--- config.mk ---
export PLATFORM = sky130hd
export DESIGN_NAME = wb_arbiter
export DESIGN_NICKNAME = d
export VERILOG_FILES = /design/src/rtl/wb_arbiter.sv
export SDC_FILE = /design/constraint.sdc
export NUM_CORES = 1
export LEC_CHECK = 0
export CORE_AREA = 4 4 287 289
export CTS_BUF_LIST = sky130_fd_sc_hd__clkbuf_16
export DETAILED_ROUTE_END_ITERATION = 6
export DIE_AREA = 0 0 291 293
export RECOVER_POWER = 100
export SLEW_MARGIN = 20
export SYNTH_ARGS = -nofsm -noshare
export SYNTH_HDL_FRONTEND = slang
export SYNTH_SLANG_ARGS = --single-unit
--- constraint.sdc ---
create_clock -name clk -period 8.55 [get_ports clk]
set_input_delay 1.71 -clock clk [delete_from_list [all_inputs] [get_ports clk]]
set_output_delay 1.71 -clock clk [all_outputs]
set_load 0.01 [all_outputs]
--- src/rtl/wb_arbiter.sv ---
// Writeback arbiter: grants the single register-file write port to one of NREQ
// pipelines per cycle (starved > hipri > round-robin) and registers the write.
module wb_arbiter #(
  parameter int NREQ         = 4,
  parameter int STARVE_LIMIT = 8,
  parameter int CNT_W        = 64
) (
  input  logic                 clk,
  input  logic                 rst,
  input  logic [NREQ-1:0]      req_valid,
  output logic [NREQ-1:0]      req_ready,
  input  logic [NREQ-1:0]      req_hipri,
  input  logic [5*NREQ-1:0]    req_dst,
  input  logic [NREQ-1:0]      req_wb_en,
  input  logic [64*NREQ-1:0]   req_result,
  input  logic [64*NREQ-1:0]   req_pc,
  output logic                 rf_wen,
  output logic [4:0]           rf_waddr,
  output logic [63:0]          rf_wdata,
  output logic                 wb_valid,
  output logic [63:0]          wb_pc,
  output logic [2:0]           wb_src,
  output logic [CNT_W-1:0]     retire_count
);

  localparam int PTR_W = (NREQ > 1) ? $clog2(NREQ) : 1;
  localparam int SC_W  = $clog2(STARVE_LIMIT + 1);
  localparam logic [SC_W-1:0] SC_MAX = SC_W'(STARVE_LIMIT);

  logic [PTR_W-1:0]  r_rr_ptr;
  logic [SC_W-1:0]   r_starve [NREQ];
  logic              r_rf_wen;
  logic [4:0]        r_rf_waddr;
  logic [63:0]       r_rf_wdata;
  logic              r_wb_valid;
  logic [63:0]       r_wb_pc;
  logic [2:0]        r_wb_src;
  logic [CNT_W-1:0]  r_retire_count;

  logic [NREQ-1:0]   w_starved;
  logic [NREQ-1:0]   w_hipri;
  logic [NREQ-1:0]   w_req_ready;
  logic [2:0]        w_gnt_idx;
  logic              w_gnt_any;
  logic              w_gnt_rr;
  logic [4:0]        w_sel_dst;
  logic              w_sel_wb_en;
  logic [63:0]       w_sel_result;
  logic [63:0]       w_sel_pc;

  // Classify each requester into the starved and hipri tiers
  always_comb begin
    w_starved = '0;
    w_hipri   = '0;
    for (int i = 0; i < NREQ; i++) begin
      w_starved[i] = req_valid[i] && (r_starve[i] >= SC_MAX);
      w_hipri[i]   = req_valid[i] && req_hipri[i];
    end
  end

  // Pick the winner; loops run high-to-low so the lowest index/offset sticks
  always_comb begin
    w_gnt_idx = 3'd0;
    w_gnt_any = 1'b0;
    w_gnt_rr  = 1'b0;
    if (|w_starved) begin
      w_gnt_any = 1'b1;
      for (int i = NREQ-1; i >= 0; i--)
        w_gnt_idx = w_starved[i] ? 3'(i) : w_gnt_idx;
    end else if (|w_hipri) begin
      w_gnt_any = 1'b1;
      for (int i = NREQ-1; i >= 0; i--)
        w_gnt_idx = w_hipri[i] ? 3'(i) : w_gnt_idx;
    end else if (|req_valid) begin
      w_gnt_any = 1'b1;
      w_gnt_rr  = 1'b1;
      for (int j = NREQ-1; j >= 0; j--)
        w_gnt_idx = req_valid[(int'(r_rr_ptr) + j) % NREQ] ?
                    3'((int'(r_rr_ptr) + j) % NREQ) : w_gnt_idx;
    end else begin
      w_gnt_any = 1'b0;
    end
  end

  // One-hot ready, forced low while reset is asserted; payload mux for the winner
  always_comb begin
    w_req_ready  = '0;
    w_sel_dst    = 5'd0;
    w_sel_wb_en  = 1'b0;
    w_sel_result = 64'd0;
    w_sel_pc     = 64'd0;
    for (int i = 0; i < NREQ; i++) begin
      w_req_ready[i] = rst && w_gnt_any && (int'(w_gnt_idx) == i);
      if (int'(w_gnt_idx) == i) begin
        w_sel_dst    = req_dst[5*i +: 5];
        w_sel_wb_en  = req_wb_en[i];
        w_sel_result = req_result[64*i +: 64];
        w_sel_pc     = req_pc[64*i +: 64];
      end else begin
        w_sel_dst    = w_sel_dst;
      end
    end
  end

  assign req_ready = w_req_ready;

  // Round-robin pointer advances only on round-robin-tier grants
  always_ff @(posedge clk or negedge rst) begin
    if (!rst) begin
      r_rr_ptr <= '0;
    end else if (w_gnt_any && w_gnt_rr) begin
      r_rr_ptr <= (int'(w_gnt_idx) == NREQ-1) ? PTR_W'(0) : PTR_W'(int'(w_gnt_idx) + 1);
    end else begin
      r_rr_ptr <= r_rr_ptr;
    end
  end

  // Per-requester starvation counters, saturating at the limit
  always_ff @(posedge clk or negedge rst) begin
    if (!rst) begin
      for (int i = 0; i < NREQ; i++) r_starve[i] <= '0;
    end else begin
      for (int i = 0; i < NREQ; i++) begin
        if (req_valid[i] && !w_req_ready[i])
          r_starve[i] <= (r_starve[i] >= SC_MAX) ? SC_MAX : r_starve[i] + SC_W'(1);
        else
          r_starve[i] <= '0;
      end
    end
  end

  // Registered writeback stage; payload holds when nothing is granted
  always_ff @(posedge clk or negedge rst) begin
    if (!rst) begin
      r_rf_wen   <= 1'b0;
      r_rf_waddr <= 5'd0;
      r_rf_wdata <= 64'd0;
      r_wb_valid <= 1'b0;
      r_wb_pc    <= 64'd0;
      r_wb_src   <= 3'd0;
    end else if (w_gnt_any) begin
      r_wb_valid <= 1'b1;
      r_rf_wen   <= w_sel_wb_en && (w_sel_dst != 5'd0);
      r_rf_waddr <= w_sel_dst;
      r_rf_wdata <= w_sel_result;
      r_wb_pc    <= w_sel_pc;
      r_wb_src   <= w_gnt_idx;
    end else begin
      r_wb_valid <= 1'b0;
      r_rf_wen   <= 1'b0;
    end
  end

  // Retire counter counts registered retirements
  always_ff @(posedge clk or negedge rst) begin
    if (!rst) begin
      r_retire_count <= '0;
    end else if (r_wb_valid) begin
      r_retire_count <= r_retire_count + CNT_W'(1);
    end else begin
      r_retire_count <= r_retire_count;
    end
  end

  assign rf_wen       = r_rf_wen;
  assign rf_waddr     = r_rf_waddr;
  assign rf_wdata     = r_rf_wdata;
  assign wb_valid     = r_wb_valid;
  assign wb_pc        = r_wb_pc;
  assign wb_src       = r_wb_src;
  assign retire_count = r_retire_count;

endmodule

==> flow_metrics.py <==
metrics = {
    "run_status": {
        "outcome": "finished, violations left",
        "violations": "capacitance limit, slew limit",
    },
    "worst_setup_path": {
        "reg2reg_depth": 12,
        "reg2reg_to": "rf_wdata[50]$_DFFE_PN0P_",
        "ff2ff_setup_slack_ns": 2.98,
        "required_ns": 9.04,
        "cp_max_fo": 116,
        "crit_path_end_kind": "register",
        "crit_type": "in -> reg",
        "cp.arrival_ns": 7.44,
        "startpoint_type": "input port",
        "critPathLaunch": "req_valid[0]",
        "r2r-start": "r_rr_ptr[1]$_DFFE_PN0P_",
    },
    "finish": {
        "drive_gt1_share_pct": 2.881,
        "n_fill_cell": 8651,
        "areaGrowthSynthToFinish_pct": 73.33,
        "final_nets": 2656,
        "final_area_um2": 21810,
    },
    "grt": {
        "grt_max_degree": 174,
        "grt_pass1_vias": 13570,
        "overflow": 0,
        "grt_usage_pct": 15.60,
        "antenna_found_initial": 16,
        "grt_pass1_wl_um": 98640,
    },
    "routing": {
        "drt-pass1-iter-count": 4,
        "ant_nets": 0,
        "drt-total-wl_um": 70600,
        "route.detailed.drc": 0,
        "wl_per_cell_um": 22.18,
        "vias_per_cell": 4.278,
        "via_count": 13620,
        "drt_iter0_drc": 737,
    },
    "synthesis": {
        "synth_area_um2": 12580,
        "synthTopCellsByArea": "dfrtp_1 44%, a221oi_1 9.1%, nor2b_1 6.6%, a21oi_1 5.6%, nor3_1 5.6%",
        "ys_seq_area_share_pct": 43.55,
        "synthTopCellsByCount": "219 x dfrtp_1, 159 x nand2_1, 142 x a21oi_1",
        "synth_enable_flop_cells": 0,
        "yosys.cell_count.top_type": "dfrtp_1",
        "synthFlopType": "dfrtp_1",
        "syn_nets": 1993,
        "synth_area_leader_cell": "dfrtp_1",
        "synth_top_area_share_pct": 43.55,
        "synth-seq-cells": 219,
        "syn_inst": 1434,
        "ys_types": 49,
        "yosys_warnings": 0,
        "syn_avg_cell_area_um2": 8.776,
        "async_reset_ff_share_pct": 100.0,
    },
    "sta": {
        "finalHoldViolCount": 0,
        "fin_skew_ns": 0.01909,
        "fin_crit_ns": 6.950,
        "fmax_mhz": 143.9,
        "drv_slew": 301,
        "min_period_over_period_pct": 81.29,
        "rsz0062_at_grt": "false",
        "slew_headroom_pct": -124.7,
        "fin_setup_tns_ns": 0,
        "tightest_slew_ns": 3.370,
        "finalSetupViolCount": 0,
    },
    "power_and_ir_drop": {
        "p_leak_nw": 8.560,
        "vdd_ir_drop_max_mv": 0.1360,
        "total_power_w": 0.004340,
        "p_per_area_nw_per_um2": 199.0,
    },
    "clocking": {
        "cts_tree": "yes",
        "ctsHtreeMaxLevel": 1,
        "path_clk_slew_ns": 0.06,
        "cts_buffers": 28,
        "cts_buffer_depth": 3,
        "insertion_delay_ns": 0.58,
        "cts_sinks": 219,
        "cts_resized": 0,
        "post_cts_buffers": 0,
        "hold_buffers": 0,
        "cts-root-buf": "clkbuf_16",
    },
    "floorplanning": {
        "die_y_um": 293,
        "io_pins": 752,
        "start_util_pct": 15.75,
        "rows": 104,
        "core_um2": 79900,
        "dieArea_um2": 85260,
        "die_w_um": 291,
    },
    "placement": {
        "gp_congestion": 0.8602,
        "io_buffers": 750,
        "place_hpwl_um": 57010,
        "dpl_cell_area_um2": 21050,
    },
    "hold_path": {
        "hold_class": "reg -> reg",
        "hold_path.startpoint": "retire_count[63]$_DFFE_PN0P_",
        "hold_path_depth": 1,
        "holdPathEnd": "retire_count[63]$_DFFE_PN0P_",
    },
    "job": {
        "cap_viol_max_count": 6,
    },
}
final cells by class:
class	instances	area (µm²)	area share, %
diodes	6	15.01	0.06883
multi-input cells	1069	6439	29.52
inverters	16	60.06	0.2753
well taps	1060	1326	6.080
clock inverters	22	156.4	0.7170
flip-flops and latches	219	5480	25.12
repair buffers	763	7636	35.01
clock buffers	28	700.7	3.212
where the power goes:
group | internal (W) | leakage [nW] | switching (W)
sequential | 0.00127 | 2.82 | 0.000150
clock | 0.000648 | 0.450 | 0.000480
combinational | 0.000839 | 5.29 | 0.000952
total | 0.00276 | 8.56 | 0.00158
how the worst max path moves through the flow:
stage / end / slack [ns] / cells past startpoint
global placement: req_ready[2] / 2.06 / 9
finish: rf_wdata[50]$_DFFE_PN0P_ / 1.60 / 13
detailed placement: req_ready[2] / 2.03 / 9
floorplan: req_ready[2] / 3.10 / 11
CTS: req_ready[2] / 2.02 / 9
global route: wb_pc[38]$_DFFE_PN0P_ / 1.06 / 2
registers in the layout, indices dropped and copies added, names as in the netlist:
name          count
wb_src            2
r_starve         16
rf_wen            1
wb_valid          1
rf_waddr          5
wb_pc            64
retire_count     64
rf_wdata         64
r_rr_ptr          2
layer usage:
metal,wire (µm),global-route usage (%),share of wire (%),up-vias
li1,-,-,-,6573
met2,32620,25.49,46,540
met4,1457,3.473,2.1,6
met1,28870,18.99,41,6431
met5,40,0,0.057,-
met3,7611,6.954,11,66
critical path, cell delays in order:
cell and delay (ns):
dlygate4sd3_1 0.76, a21oi_1 0.11, o21a_1 0.18, o22ai_1 0.17, a31oi_1 0.27, inv_1 0.16
ha_1 0.28, clkbuf_2 1.93, clkbuf_1 1.11, a221oi_1 0.23, nor3_1 0.29, a21oi_1 0.06
o21ai_0 0.16
layout by cell type (no fill, tap or decap), types with 7 or more instances in the layout:
cell and count:
o21ai_0 129, dlygate4sd3_1 206, xnor2_1 57, and3_1 17, dfrtp_1 219, nand4_1 25, nor3_1 141, nand2_1 159
a21oi_1 142, nor2_1 20, nand3_1 29, ha_1 11, a221oi_1 131, clkinv_1 7, nor2b_1 131, clkdlybuf4s50_1 543
xor2_1 10, clkbuf_16 28, inv_1 24
cells by family after synthesis:
family                   count (synthesis)  synth area share (%)
XOR/XNOR                                67                 4.663
adder cells (fa/ha/maj)                 13                 1.293
AO/OA/AOI/OAI                          429                 21.53
other                                    1               0.02980
flip-flops                             219                 43.55
AND/OR/NAND/NOR                        555                 23.47
multiplexers                             4                0.3480
buffers and inverters                  146                 5.120
per-stage QoR:
stage               setup slack, ns  instances  utilization [%]  hold slack (ns)
finish                        1.600       3183            27.30           0.4635
global route                  1.061       3178            27.29           0.4903
CTS                           2.017       3177            27.42           0.4750
detailed placement            2.035       3127            26.35           0.4649
global placement              2.057       3127            26.35           0.4603
floorplan                     3.102       1434                -           0.4585
(Power assumes the default switching activity.)
